[src/rtl/program_loader.sv]
// Frame-based instruction-memory loader: hunts for a sync byte, takes a length,
// writes the payload into instruction memory and releases the CPU from reset
// only once the frame checksum verifies.
module program_loader #(
  parameter int                ADDR_W    = 8,
  parameter logic [7:0]        SYNC_BYTE = 8'hA5,
  parameter logic [ADDR_W-1:0] BASE_ADDR = {ADDR_W{1'b0}}
) (
  input  logic              clk,
  input  logic              reset_n,
  input  logic              in_valid,
  input  logic [7:0]        in_data,
  output logic              in_ready,
  input  logic              reload,
  output logic              imem_we,
  output logic [ADDR_W-1:0] imem_addr,
  output logic [7:0]        imem_wdata,
  output logic              cpu_hold,
  output logic              done,
  output logic              err
);

  typedef enum logic [2:0] {
    S_SYNC = 3'd0,
    S_LEN  = 3'd1,
    S_DATA = 3'd2,
    S_CHK  = 3'd3,
    S_DONE = 3'd4
  } state_t;

  state_t            state_r;
  state_t            state_next_s;
  logic [7:0]        len_r;
  logic [7:0]        idx_r;
  logic [7:0]        sum_r;
  logic              imem_we_r;
  logic [ADDR_W-1:0] imem_addr_r;
  logic [7:0]        imem_wdata_r;
  logic              cpu_hold_r;
  logic              done_r;
  logic              err_r;
  logic              accept_s;
  logic              chk_ok_s;
  logic              last_data_s;

  // Modulo-256 running checksum step.
  function automatic logic [7:0] sum8(input logic [7:0] a, input logic [7:0] b);
    sum8 = a + b;
  endfunction

  // Ready is withheld in DONE and while reset is asserted.
  assign in_ready    = reset_n && (state_r != S_DONE);
  assign accept_s    = in_valid && in_ready;
  assign chk_ok_s    = (sum8(sum_r, in_data) == 8'd0);
  assign last_data_s = (idx_r == (len_r - 8'd1));

  assign imem_we    = imem_we_r;
  assign imem_addr  = imem_addr_r;
  assign imem_wdata = imem_wdata_r;
  assign cpu_hold   = cpu_hold_r;
  assign done       = done_r;
  assign err        = err_r;

  // State register.
  always_ff @(posedge clk or negedge reset_n) begin
    if (!reset_n) begin
      state_r <= S_SYNC;
    end else begin
      state_r <= state_next_s;
    end
  end

  // Next-state decode; a sync byte seen after LEN is ordinary data.
  always_comb begin
    state_next_s = state_r;
    case (state_r)
      S_SYNC: begin
        if (accept_s && (in_data == SYNC_BYTE)) state_next_s = S_LEN;
        else                                    state_next_s = S_SYNC;
      end
      S_LEN: begin
        if (accept_s) state_next_s = (in_data == 8'd0) ? S_SYNC : S_DATA;
        else          state_next_s = S_LEN;
      end
      S_DATA: begin
        if (accept_s && last_data_s) state_next_s = S_CHK;
        else                         state_next_s = S_DATA;
      end
      S_CHK: begin
        if (accept_s) state_next_s = chk_ok_s ? S_DONE : S_SYNC;
        else          state_next_s = S_CHK;
      end
      S_DONE: begin
        if (reload) state_next_s = S_SYNC;
        else        state_next_s = S_DONE;
      end
      default: state_next_s = S_SYNC;
    endcase
  end

  // Frame datapath, write strobe one cycle after each payload accept, status flags.
  always_ff @(posedge clk or negedge reset_n) begin
    if (!reset_n) begin
      len_r        <= 8'd0;
      idx_r        <= 8'd0;
      sum_r        <= 8'd0;
      imem_we_r    <= 1'b0;
      imem_addr_r  <= {ADDR_W{1'b0}};
      imem_wdata_r <= 8'd0;
      cpu_hold_r   <= 1'b1;
      done_r       <= 1'b0;
      err_r        <= 1'b0;
    end else begin
      imem_we_r <= 1'b0;
      if (accept_s) begin
        case (state_r)
          S_SYNC: begin
            if (in_data == SYNC_BYTE) begin
              err_r <= 1'b0;
              sum_r <= 8'd0;
            end
          end
          S_LEN: begin
            len_r <= in_data;
            idx_r <= 8'd0;
            if (in_data == 8'd0) err_r <= 1'b1;
          end
          S_DATA: begin
            imem_we_r    <= 1'b1;
            imem_addr_r  <= BASE_ADDR + ADDR_W'(idx_r);
            imem_wdata_r <= in_data;
            sum_r        <= sum8(sum_r, in_data);
            idx_r        <= idx_r + 8'd1;
          end
          S_CHK: begin
            if (chk_ok_s) begin
              done_r     <= 1'b1;
              cpu_hold_r <= 1'b0;
            end else begin
              err_r <= 1'b1;
            end
          end
          default: begin
          end
        endcase
      end
      if ((state_r == S_DONE) && reload) begin
        cpu_hold_r <= 1'b1;
        done_r     <= 1'b0;
      end
    end
  end

endmodule

[config.mk]
export PLATFORM = sky130hd
export DESIGN_NAME = program_loader
export DESIGN_NICKNAME = d
export VERILOG_FILES = /design/src/rtl/program_loader.sv
export SDC_FILE = /design/constraint.sdc
export NUM_CORES = 1
export LEC_CHECK = 0
export BUFFER_PORTS_ARGS = -buffer_cell sky130_fd_sc_hd__buf_2
export CAP_MARGIN = 20
export CORE_UTILIZATION = 40
export DETAILED_ROUTE_END_ITERATION = 6
export MAX_ROUTING_LAYER = met4
export PLACE_DENSITY = 0.64
export SETUP_SLACK_MARGIN = 0.4
export SYNTH_ARGS = -nofsm -noshare
export SYNTH_HDL_FRONTEND = slang
export SYNTH_SLANG_ARGS = --single-unit
[constraint.sdc]
create_clock -name clk -period 5.2 [get_ports clk]
set_clock_uncertainty 0.1 [all_clocks]
set_input_delay 0 -clock clk [delete_from_list [all_inputs] [get_ports clk]]
set_output_delay 0 -clock clk [all_outputs]
set_load 0.1 [all_outputs]
==> Yosys cells after proc, flatten, opt, wreduce, memory -nomap -nowiden <==
Cells that the tools add are included.
{ "op_classes": {"muxes": 25, "eq_ne": 10, "addsub": 3, "n_reduce_logical": 20} }
{ "op_table": {"columns": ["op", "count"], "rows": [
  ["$pmux W8 S2", 2],
  ["$logic_not A8 Y1", 2],
  ["$mux W1", 15],
  ["$pmux W3 S5", 1],
  ["$reduce_bool A2 Y1", 5],
  ["$mux W3", 3],
  ["$add A8 B1 Y8 const B", 1],
  ["$add A8 B8 Y8", 1],
  ["$eq A8 B8 Y1", 1],
  ["$eq A8 B8 Y1 const B", 1],
  ["$mux W8", 1],
  ["$sub A8 B1 Y8 const B", 1],
  ["$eq A3 B2 Y1 const B", 2],
  ["$ne A2 B2 Y1 const B", 3],
  ["$reduce_and A2 Y1", 3],
  ["$reduce_and A3 Y1", 2],
  ["$logic_and A1 B1 Y1", 5],
  ["$reduce_and A5 Y1", 1],
  ["$mux W2", 2],
  ["$eq A3 B1 Y1 const B", 1],
  ["$eq A3 B3 Y1 const B", 1],
  ["$logic_not A3 Y1", 1],
  ["$ne A3 B3 Y1 const B", 1],
  ["$pmux W1 S3", 1],
  ["$reduce_bool A3 Y1", 1]
]} }
{ "totals": {"output_inout_bits": 21, "register_bits": 47} }

==> Depth between registers and ports, before layout <==
{ "logic_depth": {"word_depth": 6, "ltp_mapped": 9, "depth_no_buf": 9} }

==> Worst setup path before layout <==
OpenSTA, ideal clock, no wires.
{ "synth_timing": {"path_kind": "register to register", "start": "register sum_r[0]", "end": "register state_r[2]", "path_stages_with_launch": 10, "path_slack_ns": 3.031, "setup_ns": 0.130, "required_time_ns": 4.970, "period_less_slack_ns": 2.169, "arrival_ns": 1.940, "cell_sequence": "dfrtp_1 > ha_1 > inv_1 > fa_1 > nand2b_1 > a21oi_1 > nor2_1 > o311ai_1 > nand4b_1 > o21ai_0"} }
{ "synth_between": {"elab_chain_len": 5} }
{ "synth_rtl": {"columns": ["item", "line", "source"], "rows": [
  ["start, declared", "35", "logic [7:0] sum_r;"],
  ["start signal, assigned", "132", "sum_r <= sum8(sum_r, in_data);"],
  ["$add A8 B8 Y8", "48", "sum8 = a + b;"],
  ["$logic_not A8 Y1", "54", "assign chk_ok_s = (sum8(sum_r, in_data) == 8'd0);"],
  ["$mux W3 (2 in series)", "90", "if (accept_s) state_next_s = chk_ok_s ? S_DONE : S_SYNC;"],
  ["$pmux W3 S5", "76", "case (state_r)"],
  ["named net state_next_s[2]", "32", "state_t state_next_s;"],
  ["end signal, assigned", "69", "state_r <= state_next_s;"],
  ["end, declared", "31", "state_t state_r;"]
]} }
The timed path passes the listed nets, and every way through them passes these cells.
A chain may end at the register's enable or synchronous reset.

==> Worst setup path after layout <==
{ "layout_timing": {"start": "input reset_n", "end": "register idx_r[5]"} }
{ "layout_between": {"elab_chain_len": 3} }
{ "layout_rtl": {"columns": ["item", "line", "source"], "rows": [
  ["start, declared", "10", "input logic reset_n,"],
  ["$logic_and A1 B1 Y1", "52", "assign in_ready = reset_n && (state_r != S_DONE);"],
  ["$logic_and A1 B1 Y1", "53", "assign accept_s = in_valid && in_ready;"],
  ["$reduce_and A2 Y1 (no line)", null, null],
  ["end signal, assigned", "133", "idx_r <= idx_r + 8'd1;"],
  ["end, declared", "34", "logic [7:0] idx_r;"]
]} }
Every way passes these cells.

==> results.yml <==
run_status:
  status: "finished, final reports clean"
critical_path:
  worstPathRequired_ns: 5.33
  cp_max_fo: 51
  crit_path_end_kind: "flip-flop"
  arrival_ns: 2.63
  critical_path_class: "input port to flip-flop"
  start_kind: "input port"
logic_synthesis:
  yosysTopAreaCellShare: 0.4344
  syn_area_um2: 2650
  yosys.area.top_type: "dfrtp_1"
  synth.distinct_cells: 56
  yosysSeqAreaShare: 0.4443
  synth_nets: 286
  synth_ff_type: "dfrtp_1"
  yosysWarnings: 0
  synthArstFlopShare: 1.000
  syn_inst: 264
  ys_seq_elements: 47
  synth_edf_count: 0
  synth_area_per_cell_um2: 10.04
  synth_area_leaders: "dfrtp_1, mux2_2, nand2_1"
global_routing:
  grt_usage: 0.1810
  grt_max_degree: 52
  grt_pass1_vias: 2088
  grt_overflow: 0
  antenna_found_initial: 0
  grt_pass1_wl_mm: 9.811
floorplan:
  dieArea_um2: 6955
  core_um2: 6386
  start_util: 0.4150
  fp-row-count: 29
  io_pins: 33
  die_y_um: 83.40
  die_w_um: 83.40
timing:
  timing.hold.ws_ns: 0.2397
  hold_viol_final: 0
  maxSlewHeadroom: 0.5210
  finalSetupTns_ns: 0
  min_period_over_period: 0.4800
  period_needed_ns: 2.496
  fmax_ghz: 0.4007
  worst_slew_pin_slew_ns: 0.7168
  final-setup-viol-count: 0
  slew_viol_final: 0
  rsz0062_at_grt: "no"
route:
  first_iter_violations: 70
  dr.pass1.iters: 4
  drc: 0
  final_antenna_net_count: 0
  wl_per_cell_um: 14.26
  vias: 2081
  postRouteWirelength_mm: 5.505
  vias_per_cell: 5.391
cells_and_area:
  syn2layout_area_growth_pct: 17.37
  mostFrequentLayoutCell: "dfrtp_1"
  finalNetCount: 330
  num_antenna_cells: 0
  post-route-util: 0.4871
  layout-drive-gt1-share: 0.2330
  final_cell_mix: "dfrtp_1, nand2_1, buf_2"
  final_cells: 386
cts:
  clk_pin_slew_ns: 0.10
  cts_buffer_depth: 2
  clock-sinks: 47
  ctsResizeCount: 0
  cts-root-buf: "clkbuf_8"
  postCtsSetupRepairBufs: 0
  cts_tree: "yes"
  cts_made_buffers: 5
  insertion_delay_ns: 0.30
  htree_levels: 2
place:
  gp_congestion: 0.8559
  port_buffers: 32
  placedCellCount: 367
  hpwl_mm: 3.943
power:
  ir_drop_mv: 0.2784
  leakage_nw: 1.477
  powerDensity_nw_per_um2: 370.7
  finalPower_mw: 1.153
worst_hold_path:
  holdCritPathClass: "input port to asynchronous set/reset pin"
run:
  maxCapViolCount: 0
layer usage:
metal | part of all wire | up-vias | global-route usage
met4 | 0.014 | 0 | 0.05956
met5 | 0 | - | -
met2 | 0.48 | 55 | 0.2966
met3 | 0.039 | 8 | 0.03678
met1 | 0.47 | 988 | 0.2242
li1 | - | 1030 | -
registers in the layout (all words and copies together), names as in the netlist:
register	count
imem_we	1
err	1
done	1
cpu_hold	1
sum_r	8
idx_r	8
state_r	3
imem_wdata	8
imem_addr	8
len_r	8
report_power, final:
| part | internal (mW) | total, mW | leakage [nW] | switching (mW) |
|---|---|---|---|---|
| combinational | 0.130 | 0.430 | 0.788 | 0.299 |
| clock | 0.158 | 0.285 | 0.0618 | 0.127 |
| sequential | 0.408 | 0.438 | 0.627 | 0.0296 |
| total | 0.697 | 1.15 | 1.48 | 0.456 |
synthesized netlist by cell type (2+ instances only):
master and number:
nand2_2 2, inv_1 13, buf_2 4, a21oi_1 11, nand3_1 6, mux2i_1 2, nand2b_1 3, buf_4 2
nand2_1 37, ha_1 9, nor3_1 9, a31oi_1 2, xnor2_1 13, nor2_1 16, or3_1 2, mux2_2 16
and2_1 2, dfrtp_1 46, nor2b_1 2, xor2_1 7, o21ai_1 2, nand4_1 4, o31ai_1 2, clkbuf_1 2
nor4_1 2, a22o_1 3, o21ai_0 16
worst paths after layout:
check | start | endpoint | slack, ns | cells after the start
setup / recovery | reset_n | idx_r[5]$_DFFE_PN0P_ | 2.70 | 9
hold / removal | reset_n | idx_r[4]$_DFFE_PN0P_ | 0.24 | 3
setup reg to reg | sum_r[0]$_DFFE_PN0P_ | cpu_hold$_DFFE_PN1P_ | 2.81 | 9
hold reg to reg | cpu_hold$_DFFE_PN1P_ | cpu_hold$_DFFE_PN1P_ | 0.38 | 1
max in group asynchronous | reset_n | sum_r[0]$_DFFE_PN0P_ | 4.32 | 3
min in group clk | reload | state_r[2]$_DFF_PN0_ | 0.34 | 3
layout make-up:
type,instances,area (µm²)
fillers,592,3276
flip-flops and latches,47,1177
clock buffers,6,82.58
inverters,13,48.80
clock inverters,2,38.79
multi-input cells,196,1381
well taps,77,96.34
repair buffers,45,285.3
kinds of logic after synthesis:
group           share of synthesized area
flops                              0.4443
compound gates                     0.1332
simple gates                       0.1964
buf+inv                           0.03447
xor+xnor                          0.06610
mux                               0.07554
fa+ha+maj                         0.05005
worst max-delay path, cell delays in order:
cell and delay [ns]:
dlygate4sd3_1 0.52, buf_2 0.09, buf_4 0.52, nand4b_4 0.21, nor2_4 0.60, and4_4 0.33
nand3_1 0.09, xor2_1 0.15, nor2_1 0.09
stage by stage:
| step | worst slack (ns) | instance area (µm²) |
|---|---|---|
| detailed placement | 2.803 | 2879 |
| global route | 2.458 | 3110 |
| CTS | 2.669 | 3110 |
| floorplan | 3.031 | 2650 |
| global placement | 2.862 | 2879 |
| finish | 2.704 | 3110 |
what timing repair did:
item	CTS	global route
setup endpoints to repair	0	0
hold buffers	11	0
hold endpoints to repair	66	0
No activity file was read; power rests on OpenSTA's default activity.
